File: src/rtl/sprite_fetch_ctrl.sv
// Purpose: copies one sprite's pixel bytes from SDRAM into sprite RAM by driving the
//          Avalon read-master DMA and draining its byte buffer into a RAM write port.
// Latency: start -> ctl_go 2 cycles; a zero-size or oversize request gives done 2 cycles after start.
// Backpressure: bytes are popped only when pix_ready=1; unpopped bytes wait in the master buffer.
// Ports:
//   clk_clk, reset_reset_n           clock, synchronous active-low reset
//   start, sprite_*                  request and sprite descriptor (address/width/height/id)
//   busy, done, err                  status; done/err are 1-cycle pulses
//   ctl_*                            Avalon read-master control interface
//   usr_*                            Avalon read-master show-ahead user buffer
//   pix_*                            sprite RAM write port, with pixel x/y coordinates
module sprite_fetch_ctrl #(
  parameter int MAX_BYTES = 4096,
  parameter int SLOT_W    = 4,
  parameter int ADDR_W    = 12
) (
  input  logic              clk_clk,
  input  logic              reset_reset_n,
  input  logic              start,
  input  logic [31:0]       sprite_address,
  input  logic [15:0]       sprite_width,
  input  logic [15:0]       sprite_height,
  input  logic [15:0]       sprite_id,
  output logic              busy,
  output logic              done,
  output logic              err,
  output logic              ctl_fixed_location,
  output logic [31:0]       ctl_read_base,
  output logic [31:0]       ctl_read_length,
  output logic              ctl_go,
  input  logic              ctl_done,
  input  logic              usr_data_available,
  input  logic [7:0]        usr_data,
  output logic              usr_read_buffer,
  input  logic              pix_ready,
  output logic              pix_we,
  output logic [SLOT_W-1:0] pix_slot,
  output logic [ADDR_W-1:0] pix_addr,
  output logic [7:0]        pix_data,
  output logic [15:0]       pix_x,
  output logic [15:0]       pix_y
);

  typedef enum logic [2:0] {
    IDLE   = 3'd0,
    CHECK  = 3'd1,
    GO     = 3'd2,
    STREAM = 3'd3,
    DRAIN  = 3'd4,
    FIN    = 3'd5
  } state_t;

  state_t state, state_nx;

  logic [31:0]       addr_r;
  logic [15:0]       width_r;
  logic [15:0]       height_r;
  logic [SLOT_W-1:0] slot_r;
  logic [31:0]       len_r;
  logic              err_r;
  logic [ADDR_W-1:0] count_r;
  logic [15:0]       x_r;
  logic [15:0]       y_r;

  logic [31:0] prod;
  logic        too_big;
  logic        empty;
  logic        pop;
  logic        last;

  // Only the low SLOT_W bits of the id select a slot.
  logic unused_id;
  assign unused_id = ^sprite_id[15:SLOT_W];

  assign prod    = 32'(width_r) * 32'(height_r);
  assign too_big = (prod > 32'(MAX_BYTES));
  assign empty   = (prod == 32'd0);
  // count never exceeds MAX_BYTES-1, so zero-extending it to 32 bits is exact.
  assign last    = ({{(32-ADDR_W){1'b0}}, count_r} == (len_r - 32'd1));

  assign ctl_fixed_location = 1'b0;

  // State register
  always_ff @(posedge clk_clk) begin
    if (!reset_reset_n) state <= IDLE;
    else                state <= state_nx;
  end

  // Next-state logic
  always_comb begin
    state_nx = state;
    case (state)
      IDLE:    if (start) state_nx = CHECK;
      CHECK:   state_nx = (empty || too_big) ? FIN : GO;
      GO:      state_nx = STREAM;
      STREAM:  if (pop && last) state_nx = DRAIN;
      // ctl_done is only looked at here, well after go, so its idle-high level is never seen.
      DRAIN:   if (ctl_done) state_nx = FIN;
      FIN:     state_nx = IDLE;
      default: state_nx = IDLE;
    endcase
  end

  // Outputs
  always_comb begin
    busy            = (state != IDLE);
    done            = (state == FIN);
    err             = (state == FIN) && err_r;
    ctl_go          = (state == GO);
    pop             = (state == STREAM) && usr_data_available && pix_ready;
    usr_read_buffer = pop;
    pix_we          = pop;
    pix_slot        = pop ? slot_r  : '0;
    pix_addr        = pop ? count_r : '0;
    pix_data        = pop ? usr_data : 8'd0;
    pix_x           = pop ? x_r : 16'd0;
    pix_y           = pop ? y_r : 16'd0;
  end

  // Datapath: request latch, DMA programming, pixel counters
  always_ff @(posedge clk_clk) begin
    if (!reset_reset_n) begin
      addr_r          <= 32'd0;
      width_r         <= 16'd0;
      height_r        <= 16'd0;
      slot_r          <= '0;
      len_r           <= 32'd0;
      err_r           <= 1'b0;
      count_r         <= '0;
      x_r             <= 16'd0;
      y_r             <= 16'd0;
      ctl_read_base   <= 32'd0;
      ctl_read_length <= 32'd0;
    end else begin
      case (state)
        IDLE: begin
          if (start) begin
            addr_r   <= sprite_address;
            width_r  <= sprite_width;
            height_r <= sprite_height;
            slot_r   <= sprite_id[SLOT_W-1:0];
            err_r    <= 1'b0;
            count_r  <= '0;
            x_r      <= 16'd0;
            y_r      <= 16'd0;
          end
        end
        CHECK: begin
          if (too_big) begin
            err_r <= 1'b1;
          end else if (!empty) begin
            ctl_read_base   <= addr_r;
            ctl_read_length <= prod;
            len_r           <= prod;
          end
        end
        STREAM: begin
          if (pop) begin
            count_r <= count_r + 1'b1;
            if (x_r == width_r - 16'd1) begin
              x_r <= 16'd0;
              y_r <= y_r + 16'd1;
            end else begin
              x_r <= x_r + 16'd1;
            end
          end
        end
        default: ;
      endcase
    end
  end

endmodule

File: config.mk
export PLATFORM = sky130hd
export DESIGN_NAME = sprite_fetch_ctrl
export DESIGN_NICKNAME = d
export VERILOG_FILES = /design/src/rtl/sprite_fetch_ctrl.sv
export SDC_FILE = /design/constraint.sdc
export NUM_CORES = 1
export LEC_CHECK = 0
export CAP_MARGIN = 20
export CELL_PAD_IN_SITES_DETAIL_PLACEMENT = 2
export CELL_PAD_IN_SITES_GLOBAL_PLACEMENT = 2
export CORE_ASPECT_RATIO = 1.2
export CORE_UTILIZATION = 30
export DETAILED_ROUTE_END_ITERATION = 7
export PLACE_DENSITY_LB_ADDON = 0.1
export SLEW_MARGIN = 25
export SYNTH_ARGS = -nofsm -noshare
export SYNTH_HDL_FRONTEND = slang
export SYNTH_SLANG_ARGS = --single-unit
File: constraint.sdc
create_clock -name clk_clk -period 6.5 [get_ports clk_clk]
set_input_delay 1.625 -clock clk_clk [delete_from_list [all_inputs] [get_ports clk_clk]]
set_output_delay 1.625 -clock clk_clk [all_outputs]
set_load 0.02 [all_outputs]
==> summary.md <==
| Metric | Value |
|---|---|
| CP Class | flop to flop |
| Largest net degree at the start of global routing | 109 |
| Die height | 269 µm |
| Power share of the combinational group | 0.531 |
| Starting Density | 0.305 |
| Reg2Reg Launch Point | width_r[7] |
| Number of cells on the worst hold path | 2 |
| Hold_sp | addr_r[2] |
| Sequential area share after synthesis | 0.202 |
| # rows | 97 |
| Unrepaired setup endpoints after global routing | yes |
| Clk_lat worst skew | 0.48 ns |
| Reg2reg end | len_r[28] |
| Grt ovf | 0 |
| Slew HR | 0.385 |
| Proportion of layout cells with a drive suffix above 1 | 0.159 |
| DRT iter0 DRCs | 510 |
| Most common cell after layout, fill and taps aside | nand2_1 |
| Nets | 2864 |
| Finished Layout Cells | 3271 |
| Placed cells | 3210 |
| Yosys warnings | 0 |
| Min Tclk post-route | 6.87 ns |
| Vias/cell | 4.87 |
| Fmax | 146 MHz |
| DIE AREA | 0.0604 mm² |
| R2R cell count | 25 |
| Switching portion of total power | 0.431 |
| Root Driver | clkbuf_16 |
| Clock Path Buffers | 2 |
| Post-synth top area cell | fa_1 |
| Cell Area, Synth | 0.0178 mm² |
| Slew Limit Fails | 0 |
| Post-route worst setup slack | -0.368 ns |
| Antenna violations before repair | 1 |
| DRC | 0 |
| Synth area leaders | fa_1 (22%), dfxtp_1 (20%), nand2_1 (9.1%) |
| Hold path endpoint | ctl_read_base[2] |
| Outcome | finished with violations |
| Synth Instances | 2160 |
| Multi-input gate area | 0.0132 mm² |
| Synth Flop Type | dfxtp_1 |
| Lkg Pwr | 10.1 nW |
| Hold_buf cts | 0 |
| Startpoint types | flop |
| Fillers | 6602 |
| Worst Tran Pin Value | 0.921 ns |
| Routed wire length | 63700 µm |
| Clk slew on worst S/H paths | 0.08 ns |
| PD cells | 230 mW/mm² |
| DR pass1 iterations | 4 |
| Gp weighted congestion | 0.824 |
| Post-DP HPWL | 50500 µm |
| Register Area | 0.00367 mm² |
| Routed Antenna Nets | 0 |
| Synth Register Bits | 180 |
| Critical Path AT | 7.23 ns |
| I/O pin count | 221 |
| Async SR Flop Fraction | 0 |
| Fin crit share | 1.06 |
| CP Capture Type | flop |
| Num CTS Buffers | 17 |
| Sink Count | 180 |
| Core region area | 0.0585 mm² |
| Failing checks | setup timing |
| Sequential power share | 0.258 |
| Reg2Reg Setup Slack | -0.37 ns |
| Library cells used by synthesis | 73 |
| MaxCap Viol Count | 0 |
| H-tree lvl count | 4 |
| Top fanout value on the critical path | 20 |
| Post-DR wirelength/cell | 19.5 µm |
| Vias | 15915 |
| Clock skew | 0.0167 ns |
| Vias in the first global route | 18127 |
| Diode count | 0 |
| First-pass GRT wire length | 101000 µm |
| PortBufs | 207 |
| Post-synth net total | 2557 |
| Die W | 225 µm |
| Area grow syn2layout | 31.3% |
| Placed cell area | 0.0219 mm² |
| Worst EP required | 6.87 ns |
| Psw | 0.00232 W |
| Clk pwr share | 0.211 |
| Setup TNS | -21.64 ns |
| Worst hold path type | flop to flop |
| Internal | 0.00306 W |
| VDD IR max | 188 µV |
| CTS tree | built |
| Post-synth EDFFs | 0 |
| Top-area cell type share of the netlist area | 0.218 |
| Mean post-synth cell area | 8.25 µm² |
| Final setup fails | 67 |
| Commonest non-fill, non-tap cells in the layout | nand2_1 (425), inv_1 (225), clkdlybuf4s50_1 (206), fa_1 (181), buf_4 (178) |
| Global Route Usage Sum | 0.215 |
| Final hold violations | 0 |
| Post-layout instance area | 0.0234 mm² |
state kept, by name, indices dropped and copies added (netlist names):
| register | cells |
|---|---|
| addr_r | 32 |
| ctl_read_base | 32 |
| len_r | 32 |
| height_r | 16 |
| width_r | 16 |
| x_r | 16 |
| y_r | 16 |
| count_r | 12 |
| slot_r | 4 |
| state | 3 |
| err_r | 1 |
how the worst max path moves through the flow:
stage,from,end,depth (start not counted)
5_1_grt,width_r[8],len_r[3],27
2_1_floorplan,width_r[7],len_r[5],24
3_3_place_gp,width_r[6],len_r[5],23
6_report,width_r[7],len_r[28],25
4_1_cts,width_r[9],ctl_read_base[5],24
3_5_place_dp,width_r[6],ctl_read_base[5],23
per-layer routing:
| metal | share of wire | vias up | track usage |
|---|---|---|---|
| met2 | 0.53 | 166 | 0.402 |
| met1 | 0.42 | 8135 | 0.253 |
| met3 | 0.030 | 59 | 0.0376 |
| met5 | 0.00027 | - | 0 |
| met4 | 0.017 | 2 | 0.0507 |
| li1 | - | 7553 | - |
critical path, cell delays in order (launching register included):
cell and delay, ns:
dfxtp_4 0.44, nand2_2 0.08, fa_1 0.53, inv_1 0.06
fa_1 0.52, inv_2 0.04, fa_1 0.53, inv_1 0.06
fa_2 0.48, fa_1 0.56, inv_2 0.04, fa_1 0.54
inv_2 0.05, ha_4 0.24, and4_4 0.17, and2_4 0.15
a22oi_2 0.21, nand3b_1 0.11, a31o_1 0.20, or3_1 0.35
a221o_2 0.45, nor4_4 0.25, buf_6 0.16, buf_12 0.15
buf_12 0.16, and3b_1 0.18
layout make-up:
class / instances / area share
Clock buffer: 17 / 0.0182
Clock inverter: 14 / 0.00786
Inverter: 244 / 0.0391
Multi-Input combinational cell: 1602 / 0.565
Sequential cell: 180 / 0.157
Tap cell: 792 / 0.0423
Timing Repair Buffer: 422 / 0.171
synthesized netlist by cell type (12+ instances only):
library cell / count
a21oi_1: 47
nand4_1: 26
nor3_1: 23
ha_1: 109
or3_1: 13
dfxtp_1: 180
clkbuf_1: 118
inv_1: 243
o21ai_0: 43
nor2_1: 71
mux2i_1: 52
nand3_1: 41
xor2_1: 41
a21boi_0: 74
xnor2_1: 36
and3_1: 19
nand2_1: 433
and2_1: 185
and3b_1: 18
nor2b_1: 12
fa_1: 194
stage by stage:
stage	worst slack, ns	utilization	hold WS, ns	power [W]
floorplan	0.00165	-	0.438	0.00285
global placement	-0.672	0.375	0.442	0.00388
detailed placement	-0.755	0.375	0.449	0.00395
CTS	-0.459	0.393	0.465	0.00530
global route	-0.614	0.400	0.480	0.00576
finish	-0.368	0.400	0.459	0.00538
power groups by stage:
stage / Combinational (W) / Sequential (W) / Clock (W)
floorplan: 0.00155 / 0.00131 / 0
global placement: 0.00248 / 0.00140 / 0
detailed placement: 0.00254 / 0.00141 / 0
CTS: 0.00273 / 0.00139 / 0.00118
global route: 0.00315 / 0.00140 / 0.00121
finish: 0.00286 / 0.00139 / 0.00114
what timing repair did:
item	4_1_cts	5_1_grt
gates resized for setup	87	70
setup endpoints to repair	68	68
cloned	1	2
buffers inserted	16	12
pin swaps	7	54
kinds of logic (layout without fill, tap and decap cells):
kind of cell | Yosys count | count (layout) | synth area share
AND/OR/NAND/NOR | 906 | 906 | 0.254
buffers and inverters | 378 | 697 | 0.0816
adder cells (fa/ha/maj) | 303 | 303 | 0.294
AO/OA/AOI/OAI | 262 | 262 | 0.0997
flip-flops | 180 | 180 | 0.202
XOR/XNOR | 77 | 77 | 0.0378
multiplexers | 53 | 53 | 0.0298
other | 1 | 1 | 0.000210
Power figures use the tool's default switching activity.
